<file path="config.mk">
export PLATFORM = sky130hd
export DESIGN_NAME = debug_core_agent
export DESIGN_NICKNAME = d
export VERILOG_FILES = /design/src/rtl/debug_core_agent_pkg.sv /design/src/rtl/debug_core_agent_bp_match.sv /design/src/rtl/debug_core_agent.sv
export SDC_FILE = /design/constraint.sdc
export NUM_CORES = 1
export LEC_CHECK = 0
export CORE_ASPECT_RATIO = 0.7
export CORE_UTILIZATION = 40
export CTS_CLUSTER_DIAMETER = 80
export DETAILED_ROUTE_END_ITERATION = 8
export PLACE_DENSITY = 0.59
export SLEW_MARGIN = 20
export SYNTH_ARGS = -nofsm -noshare
export SYNTH_HDL_FRONTEND = slang
export SYNTH_HIERARCHICAL = 1
export SYNTH_SLANG_ARGS = --single-unit
</file>
<file path="constraint.sdc">
create_clock -name clk -period 3.1 [get_ports clk]
set_input_delay 0.62 -clock clk [delete_from_list [all_inputs] [get_ports clk]]
set_output_delay 0.62 -clock clk [all_outputs]
set_load 0.01 [all_outputs]
</file>
<file path="src/rtl/debug_core_agent_pkg.sv">
// Shared definitions for the core-side debug agent: breakpoint kinds, trace
// record layout and type codes, and the agent state encoding.
package debug_core_agent_pkg;

  localparam logic [3:0] CARBON_DBG_BP_KIND_EXEC = 4'h0;

  localparam logic [3:0] TRC_TYPE_RETIRE    = 4'd0;
  localparam logic [3:0] TRC_TYPE_HALT      = 4'd1;
  localparam logic [3:0] TRC_TYPE_BP_HALT   = 4'd2;
  localparam logic [3:0] TRC_TYPE_STEP_DONE = 4'd3;

  localparam int unsigned TRC_REC_W    = 128;
  localparam int unsigned TRC_PC_LSB   = 0;
  localparam int unsigned TRC_INSN_LSB = 32;
  localparam int unsigned TRC_CNT_LSB  = 64;
  localparam int unsigned TRC_TYPE_LSB = 96;
  localparam int unsigned TRC_DROP_BIT = 100;

  typedef logic [TRC_REC_W-1:0] trace_rec_t;

  typedef enum logic [1:0] {
    AGENT_RUN,
    AGENT_HALT_PEND,
    AGENT_HALTED,
    AGENT_STEP
  } agent_state_e;

  function automatic trace_rec_t make_trace_rec(
    input logic [31:0] pc,
    input logic [31:0] insn,
    input logic [31:0] cnt,
    input logic [3:0]  typ,
    input logic        drop
  );
    trace_rec_t r;
    r = '0;
    r[TRC_PC_LSB   +: 32] = pc;
    r[TRC_INSN_LSB +: 32] = insn;
    r[TRC_CNT_LSB  +: 32] = cnt;
    r[TRC_TYPE_LSB +: 4]  = typ;
    r[TRC_DROP_BIT]       = drop;
    return r;
  endfunction

endpackage

</file>
<file path="src/rtl/debug_core_agent_bp_match.sv">
// Exec-breakpoint table: per-entry address/kind/enable storage and a parallel
// compare against the next-to-issue PC.
module dbg_bp_match
  import debug_core_agent_pkg::*;
#(
  parameter int unsigned BP_COUNT = 4
) (
  input  logic        clk,
  input  logic        rst_n,
  input  logic        wr_en,
  input  logic [7:0]  wr_index,
  input  logic [31:0] wr_addr,
  input  logic [3:0]  wr_kind,
  input  logic        wr_enable,
  input  logic [31:0] pc,
  output logic        hit
);

  logic [31:0] addr_q [BP_COUNT];
  logic [3:0]  kind_q [BP_COUNT];
  logic        en_q   [BP_COUNT];

  // Out-of-range indices match no entry and are silently absorbed.
  always_ff @(posedge clk or negedge rst_n) begin
    if (!rst_n) begin
      for (int unsigned i = 0; i < BP_COUNT; i++) begin
        addr_q[i] <= '0;
        kind_q[i] <= '0;
        en_q[i]   <= 1'b0;
      end
    end else begin
      for (int unsigned i = 0; i < BP_COUNT; i++) begin
        if (wr_en && (wr_index == 8'(i))) begin
          addr_q[i] <= wr_addr;
          kind_q[i] <= wr_kind;
          en_q[i]   <= wr_enable;
        end
      end
    end
  end

  always_comb begin
    hit = 1'b0;
    for (int unsigned i = 0; i < BP_COUNT; i++) begin
      if (en_q[i] && (kind_q[i] == CARBON_DBG_BP_KIND_EXEC) && (addr_q[i] == pc))
        hit = 1'b1;
    end
  end

endmodule

</file>
<file path="src/rtl/debug_core_agent.sv">
// Core-side debug endpoint: gates instruction issue through a run/halt/step
// state machine, matches exec breakpoints and emits trace records via a 2-deep FIFO.
module debug_core_agent
  import debug_core_agent_pkg::*;
#(
  parameter int unsigned BP_COUNT = 4,
  parameter int unsigned TRACE_W  = 128
) (
  input  logic               clk,
  input  logic               rst_n,
  input  logic               halt_req,
  input  logic               run_req,
  input  logic               step_req,
  output logic               halt_ack,
  output logic               step_ack,
  input  logic               bp_valid,
  output logic               bp_ready,
  input  logic               bp_write,
  input  logic [7:0]         bp_index,
  input  logic [31:0]        bp_addr,
  input  logic [3:0]         bp_kind,
  input  logic               bp_enable,
  input  logic               core_pc_valid,
  input  logic [31:0]        core_pc,
  output logic               core_issue_allow,
  input  logic               core_issue_fire,
  input  logic               core_idle,
  input  logic               core_retire_valid,
  input  logic [31:0]        core_retire_pc,
  input  logic [31:0]        core_retire_insn,
  output logic               trace_valid,
  input  logic               trace_ready,
  output logic [TRACE_W-1:0] trace_data
);

  agent_state_e state_q, state_d;
  logic         skip_q, skip_d;
  logic         step_issued_q, step_issued_d;
  logic [3:0]   cause_q, cause_d;
  logic         bp_ready_q;
  logic         step_ack_q;
  logic [31:0]  last_pc_q, last_pc_d;
  logic [31:0]  retire_count_q, retire_count_d;
  logic         drop_q, drop_d;
  trace_rec_t   fifo_q [2];
  trace_rec_t   fifo_d [2];
  logic [1:0]   level_q, level_d, free;

  logic match_hit, bp_hit, halt_evt, step_done, evt_valid, pop;
  logic [3:0] evt_type;

  dbg_bp_match #(.BP_COUNT(BP_COUNT)) u_bp_match (
    .clk      (clk),
    .rst_n    (rst_n),
    .wr_en    (bp_valid && bp_ready_q && bp_write),
    .wr_index (bp_index),
    .wr_addr  (bp_addr),
    .wr_kind  (bp_kind),
    .wr_enable(bp_enable),
    .pc       (core_pc),
    .hit      (match_hit)
  );

  assign bp_hit   = (state_q == AGENT_RUN) && core_pc_valid && !skip_q && match_hit;
  assign halt_ack = (state_q == AGENT_HALTED);
  assign step_ack = step_ack_q;
  assign bp_ready = bp_ready_q;

  always_comb begin
    state_d          = state_q;
    skip_d           = skip_q;
    step_issued_d    = step_issued_q;
    cause_d          = cause_q;
    halt_evt         = 1'b0;
    step_done        = 1'b0;
    core_issue_allow = 1'b0;
    if (core_issue_fire) skip_d = 1'b0;
    unique case (state_q)
      AGENT_RUN: begin
        core_issue_allow = !halt_req && !bp_hit;
        if (halt_req || bp_hit) begin
          state_d = AGENT_HALT_PEND;
          cause_d = halt_req ? TRC_TYPE_HALT : TRC_TYPE_BP_HALT;
        end
      end
      AGENT_HALT_PEND: begin
        if (core_idle) begin
          state_d  = AGENT_HALTED;
          halt_evt = 1'b1;
        end
      end
      AGENT_HALTED: begin
        if (step_req) begin
          state_d       = AGENT_STEP;
          step_issued_d = 1'b0;
          skip_d        = 1'b1;
        end else if (run_req && !halt_req) begin
          state_d = AGENT_RUN;
          skip_d  = 1'b1;
        end
      end
      AGENT_STEP: begin
        core_issue_allow = !step_issued_q;
        if (core_issue_fire) step_issued_d = 1'b1;
        if (step_issued_q && core_idle) begin
          state_d   = AGENT_HALTED;
          step_done = 1'b1;
        end
      end
      default: state_d = AGENT_RUN;
    endcase
  end

  assign evt_valid   = halt_evt || step_done;
  assign evt_type    = halt_evt ? cause_q : TRC_TYPE_STEP_DONE;
  assign pop         = trace_valid && trace_ready;
  assign trace_valid = (level_q != 2'd0);

  // Pop is applied first so a full FIFO being drained still accepts a push;
  // a same-cycle retire+event pair is all-or-event-dropped, retire first.
  always_comb begin
    retire_count_d = retire_count_q + 32'(core_retire_valid);
    last_pc_d      = core_retire_valid ? core_retire_pc : last_pc_q;
    fifo_d         = fifo_q;
    level_d        = level_q;
    drop_d         = drop_q;
    if (pop) begin
      fifo_d[0] = fifo_q[1];
      level_d   = level_q - 2'd1;
    end
    free = 2'd2 - level_d;
    if (core_retire_valid && evt_valid) begin
      if (free == 2'd2) begin
        fifo_d[0] = make_trace_rec(core_retire_pc, core_retire_insn, retire_count_d,
                                   TRC_TYPE_RETIRE, drop_q);
        fifo_d[1] = make_trace_rec(last_pc_d, '0, retire_count_d, evt_type, 1'b0);
        level_d   = 2'd2;
        drop_d    = 1'b0;
      end else if (free == 2'd1) begin
        fifo_d[level_d[0]] = make_trace_rec(core_retire_pc, core_retire_insn,
                                            retire_count_d, TRC_TYPE_RETIRE, drop_q);
        level_d = 2'd2;
        drop_d  = 1'b1;
      end else begin
        drop_d = 1'b1;
      end
    end else if (core_retire_valid || evt_valid) begin
      if (free != 2'd0) begin
        fifo_d[level_d[0]] = core_retire_valid
          ? make_trace_rec(core_retire_pc, core_retire_insn, retire_count_d,
                           TRC_TYPE_RETIRE, drop_q)
          : make_trace_rec(last_pc_d, '0, retire_count_d, evt_type, drop_q);
        level_d = level_d + 2'd1;
        drop_d  = 1'b0;
      end else begin
        drop_d = 1'b1;
      end
    end
  end

  always_comb begin
    trace_data = '0;
    if (trace_valid) trace_data[TRC_REC_W-1:0] = fifo_q[0];
  end

  always_ff @(posedge clk or negedge rst_n) begin
    if (!rst_n) begin
      state_q        <= AGENT_RUN;
      skip_q         <= 1'b0;
      step_issued_q  <= 1'b0;
      cause_q        <= TRC_TYPE_HALT;
      bp_ready_q     <= 1'b0;
      step_ack_q     <= 1'b0;
      last_pc_q      <= '0;
      retire_count_q <= '0;
      drop_q         <= 1'b0;
      fifo_q[0]      <= '0;
      fifo_q[1]      <= '0;
      level_q        <= '0;
    end else begin
      state_q        <= state_d;
      skip_q         <= skip_d;
      step_issued_q  <= step_issued_d;
      cause_q        <= cause_d;
      bp_ready_q     <= 1'b1;
      step_ack_q     <= step_done;
      last_pc_q      <= last_pc_d;
      retire_count_q <= retire_count_d;
      drop_q         <= drop_d;
      fifo_q         <= fifo_d;
      level_q        <= level_d;
    end
  end

endmodule

</file>
Word-level counts from Yosys, hierarchy flattened
Index checks and enable logic that the tools add are counted.
Cells by class
  bitwise gates (word level): 1
  $lt $le $gt $ge: 2
  reduce and logical (&&, ||, !) cells: 45
  mux-type cells: 47
  eq/ne operators: 19
  $add $sub $neg: 4
Operators with widths (number)
  two-way mux 256 bit: 5
  bitwise mux 256 bit: 2
  two-way mux 128 bit: 3
  demux 128 bit (select 1 bit): 1
  == test 32 bit: 4
  two-way mux 100 bit: 1
  adder 32 x 1 -> 32 bit: 1
  two-way mux 32 bit: 1
  two-way mux 2 bit: 12
  logical AND 1 bit: 23
  two-way mux 1 bit: 18
  == test 8 x 2 -> 1 bit (second input constant): 2
  logical NOT 4 bit: 4
  nonzero test 2 bit: 5
  == test 8 x 1 -> 1 bit (second input constant): 1
  logical NOT 8 bit: 1
  inequality test 2 bit (second input constant): 4
  case mux 2 bit (4 select lines): 1
  == test 2 bit (second input constant): 3
  AND reduction 3 bit: 2
  == test 2 x 1 -> 1 bit (second input constant): 2
  logical NOT 1 bit: 4
  two-way mux 4 bit: 1
  case mux 1 bit (2 select lines): 2
  other kinds (13): 15
Word-level totals
  register bits after elaboration: 481
  output and inout bits: 133
  logic and storage cells: 142
  input bits: 153

Longest topological paths before layout
  depth in word-level cells: 12
  mapped depth: 16
  gate-level depth less buffers: 12

By module
The synthesis kept the hierarchy.
Modules (own cells, without submodules)
  debug_core_agent: area an instance 15616.2 µm², sequential area each 8284.2 µm², instances 1, cells each 1454
  dbg_bp_match: area an instance 7056.8 µm², sequential area each 3703.6 µm², instances 1, cells each 498

Worst setup path before layout
No wires, ideal clock.
  kind: register to register
  start: register level_q[0]
  end: register fifo_q[87] (netlist name)
  clock period less this slack: 3146 ps
  path slack: -46 ps
  stages on the path, launching flop included: 14
  setup time: 125 ps
  data arrival time: 3021 ps
  required time: 2975 ps
  path buffers: 3
  cells stage by stage: dfrtp_1 > inv_1 > ha_1 > nand2b_1 > clkbuf_1 > o21ai_0 > inv_1 > ha_1 > clkbuf_1 > nand4_1 > a21boi_2 > o21ai_1 > buf_2 > mux2_2
Between the ends
  word-level cells in the longest chain between the ends: 12
  elaborated cells between the ends (all ways): 24
  those cells by class: add/sub: 2; order compare: 2; eq/ne: 3; mux: 10; bitwise: 1; reduce/logical: 6
Ends and longest elaborated chain
  from (decl): line debug_core_agent.sv:47  | logic [1:0] level_q, level_d, free;
  from (signal assigned): line debug_core_agent.sv:191  | level_q <= level_d;
  branches (longest 2 deep; another with subtractor 2 x 1 -> 2 bit)
  two-way mux 2 bit *: line debug_core_agent.sv:127  | if (pop) begin
  NOT 1 -> 2 bit: line debug_core_agent.sv:140, debug_core_agent.sv:150
  >= comparator 2 bit (implied by the code) / < comparator 2 x 1 -> 1 bit (equally long branches): line debug_core_agent.sv:140, debug_core_agent.sv:149
  logical AND 1 bit (implied by the code): line debug_core_agent.sv:140, debug_core_agent.sv:149
  two-way mux 128 bit: line debug_core_agent.sv:140, debug_core_agent.sv:150
  demux 128 bit (select 1 bit): line debug_core_agent.sv:140, debug_core_agent.sv:149
  bitwise mux 256 bit (on tied branches): line debug_core_agent.sv:149, debug_core_agent.sv:140
  two-way mux 256 bit (on tied branches): line debug_core_agent.sv:148, debug_core_agent.sv:139
  two-way mux 256 bit (on tied branches): line debug_core_agent.sv:147, debug_core_agent.sv:133
  two-way mux 256 bit: line debug_core_agent.sv:132  | if (core_retire_valid && evt_valid) begin
  to (signal assigned): line debug_core_agent.sv:190  | fifo_q <= fifo_d;
  to (decl): line debug_core_agent.sv:45  | trace_rec_t fifo_q [2];
Mark *: on every way between the ends. The select of a mux whose other input is x is not followed.
A chain may end at the register's enable or synchronous reset.

Final worst setup path
  start: register u_bp_match/addr_q[4] (netlist name)
  end: output core_issue_allow
Between the ends
  word-level cells in the longest chain between the ends: 7
Ends and longest elaborated chain
  from (decl): line debug_core_agent_bp_match.sv:19  | logic [31:0] addr_q [BP_COUNT];
  from (signal, indexed assignment): line debug_core_agent_bp_match.sv:34  | addr_q[i] <= wr_addr;
  == test 32 bit: line debug_core_agent_bp_match.sv:45  | if (en_q[i] && (kind_q[i] == CARBON_DBG_BP_KIND_EXEC) && (addr_q[i] == pc))
  logical AND 1 bit: line debug_core_agent_bp_match.sv:45
  two-way mux 1 bit: line debug_core_agent_bp_match.sv:45
  named net match_hit: line debug_core_agent.sv:49  | logic match_hit, bp_hit, halt_evt, step_done, evt_valid, pop;
  logical AND 1 bit: line debug_core_agent.sv:64  | assign bp_hit = (state_q == AGENT_RUN) && core_pc_valid && !skip_q && match_hit;
  logical NOT 1 bit: line debug_core_agent.sv:80  | core_issue_allow = !halt_req && !bp_hit;
  logical AND 1 bit: line debug_core_agent.sv:80
  case mux 1 bit (2 select lines): line debug_core_agent.sv:78  | unique case (state_q)
  to (decl): line debug_core_agent.sv:25  | output logic core_issue_allow,
The timed path passes the listed nets, and every way through them passes these cells.

==> flow_summary.yaml <==
clocking:
  cts_sinks: 479
  cts_buffers: 49
  clkTransAtPathRegs_ns: 0.06
  root_buffer: "clkbuf_16"
  insertion_delay_ns: 0.60
  cts_max_path_buffers: 3
  ctsHtreeMaxLevel: 2
  cts_tree: "built"
drt:
  drt-total-wl_mm: 65.6
  drc: 0
  wire_per_inst_um: 21.3
  first_pass_iters: 5
  vias: 16213
  final_antenna_net_count: 0
  viasPerCell: 5.27
  drt_iter0_markers: 957
placed_design:
  gp_congestion: 0.953
  placed_area_um2: 27100
  port_buffers: 285
  hpwl_mm: 44.5
cells_and_area:
  design_area_um2: 29400
  drive_gt1_share_pct: 22.2
  nets: 2456
  syn_to_final_growth_pct: 29.6
floorplan:
  core-area_um2: 55600
  die-area_um2: 57700
  ios: 286
  fp.dieW_um: 287
  rows: 72
  initial_core_util_pct: 40.8
  die_height_um: 201
synth:
  avgSynthCellArea_um2: 11.6
  synth_warnings: 6
  syn_area_um2: 22700
  yosysMostFrequentCell: "dfrtp_1"
  synth_enable_flop_cells: 0
  ys_top_cells_by_area: "dfrtp_1, mux2_2, xor2_1"
  synth_top_cells_by_count: "dfrtp_1, mux2_2, nand2_1"
  synth_fp_nets: 2118
  ys.flop_type: "dfrtp_1"
  ys_types: 60
  synth_top_area_share_pct: 52.8
  yosysSeqAreaShare_pct: 52.9
  ys_seq_elements: 479
  synthArstFlopShare_pct: 100
  postSynthCellCount: 1952
  yosysTopAreaCell: "dfrtp_1"
grt:
  track_usage_pct: 22.8
  overflow: 0
  grt_max_degree: 77
  grt_pass1_vias: 16657
  antenna_found_initial: 3
  grt_pass1_wl_mm: 101
pwr:
  vdd_drop_max_mv: 0.624
  powerDensity_nw_per_um2: 847
  p_leak_nw: 13.8
run_status:
  violations: "setup timing"
  status: "finished, violations left"
sta:
  skew_ns: 0.0172
  timing.hold.ws_ns: 0.00873
  relSlewSlack_pct: 27.2
  rsz0062_at_grt: "true"
  drv_slew: 0
  min_period_ns: 3.33
  setup_viol: 1
  hold_viol: 0
  worst_slack_ns: -0.235
  finalCritPeriodShare_pct: 108
  max_freq_ghz: 0.300
  worst_pin_slew_ns: 1.09
critical_path:
  r2r_start: "level_q[0]"
  reg2reg_depth: 13
  critical_path_class: "reg2out"
  arrival_ns: 2.71
  critPathTopFamily: "simple AND/OR/NAND/NOR gates"
  r2r-end: "fifo_q[5]"
  path_max_fanout: 2
  slowest_stage: "or4_1"
  critPathMaxStageDelay_ns: 0.48
  critPathLaunchType: "flop"
  path_cells: "xor2_4, nor4_4, buf_4, nand4_1, nor3_1, or4_1, nand2_2, o211ai_1, a21oi_2, buf_2"
  worstSetupEndpointType: "primary output"
  rrSetupSlack_ns: 0.19
  required_ns: 2.48
  critPathBufInv: 2
hold_path:
  min_path_type: "in2async"
job:
  drv_cap: 0
==> through the flow <==
stage	setup TNS (ns)	total power, W	utilization (%)	cells	worst slack [ns]
3_3_place_gp	-62.93	0.0185	48.8	2976	-1.02
4_1_cts	-0.289	0.0251	52.4	3070	-0.289
5_1_grt	-0.316	0.0263	52.9	3071	-0.316
6_report	-0.235	0.0249	52.9	3074	-0.235
2_1_floorplan	0	0.0140	-	1952	0.0301
3_5_place_dp	-62.12	0.0187	48.8	2976	-1.01
==> final cells by class <==
type	instances	area, µm²
clock buffers	69	1400
repair buffers	409	4180
multi-input cells	1336	10600
diodes	3	7.51
flip-flops and latches	479	12000
fillers	4762	26200
inverters	15	56.3
clock inverters	23	263
well taps	740	926
==> power by group <==
group          internal, W  switching [W]
registers          0.00748       0.000646
clock network      0.00352        0.00261
logic              0.00496        0.00566
total               0.0160        0.00892
==> sequential cells by signal, indices dropped and copies added, names as in the netlist <==
| name | flops |
|---|---|
| cause_q | 2 |
| step_issued_q | 1 |
| level_q | 2 |
| u_bp_match/addr_q | 128 |
| bp_ready | 1 |
| drop_q | 1 |
| step_ack | 1 |
| fifo_q | 256 |
| u_bp_match/kind_q | 16 |
| last_pc_q | 32 |
| u_bp_match/en_q | 4 |
| state_q | 2 |
| retire_count_q | 32 |
| skip_q | 1 |
==> routing by layer <==
layer | track usage, % | wire length, µm
met5 | 0 | 12
met4 | 5.27 | 1240
met3 | 3.80 | 3480
met2 | 32.2 | 27800
met1 | 35.9 | 33000
==> kinds of logic after synthesis <==
group	after synthesis	share of synthesized area, %
buffers and inverters	137	3.07
AND/OR/NAND/NOR	570	13.0
multiplexers	315	15.3
other	1	0.0165
flip-flops	479	52.9
adder cells (fa/ha/maj)	13	0.717
AO/OA/AOI/OAI	277	8.87
XOR/XNOR	160	6.21
==> cell usage in the layout (no fill, tap or decap), drive strengths merged, types with 34 or more instances in the layout <==
| master | count |
|---|---|
| a21oi | 76 |
| a22o | 34 |
| buf | 127 |
| clkbuf | 69 |
| clkdlybuf4s50 | 250 |
| dfrtp | 478 |
| mux2 | 244 |
| mux2i | 71 |
| nand2 | 153 |
| nand2b | 34 |
| nor2 | 110 |
| nor2b | 129 |
| nor4 | 42 |
| o22ai | 35 |
| o32ai | 34 |
| xor2 | 137 |
==> repair_timing <==
action                                  4_1_cts  5_1_grt
hold buffers                                  0        0
setup buffers                                 1        2
endpoints found under the setup margin       30       47
pin swaps                                    19       18
gates resized for setup                      75       40
cloned                                        1        0
==> worst max-delay path by stage <==
stage,start,to,slack (ns),cells past startpoint
5_1_grt,u_bp_match/addr_q[4],core_issue_allow,-0.32,10
3_5_place_dp,core_pc[21],core_issue_allow,-1.01,11
3_3_place_gp,core_pc[21],core_issue_allow,-1.02,11
6_report,u_bp_match/addr_q[4],core_issue_allow,-0.23,10
2_1_floorplan,trace_ready,fifo_q[87],0.03,12
4_1_cts,core_pc[24],core_issue_allow,-0.29,11
Power figures use the tool's default switching activity.
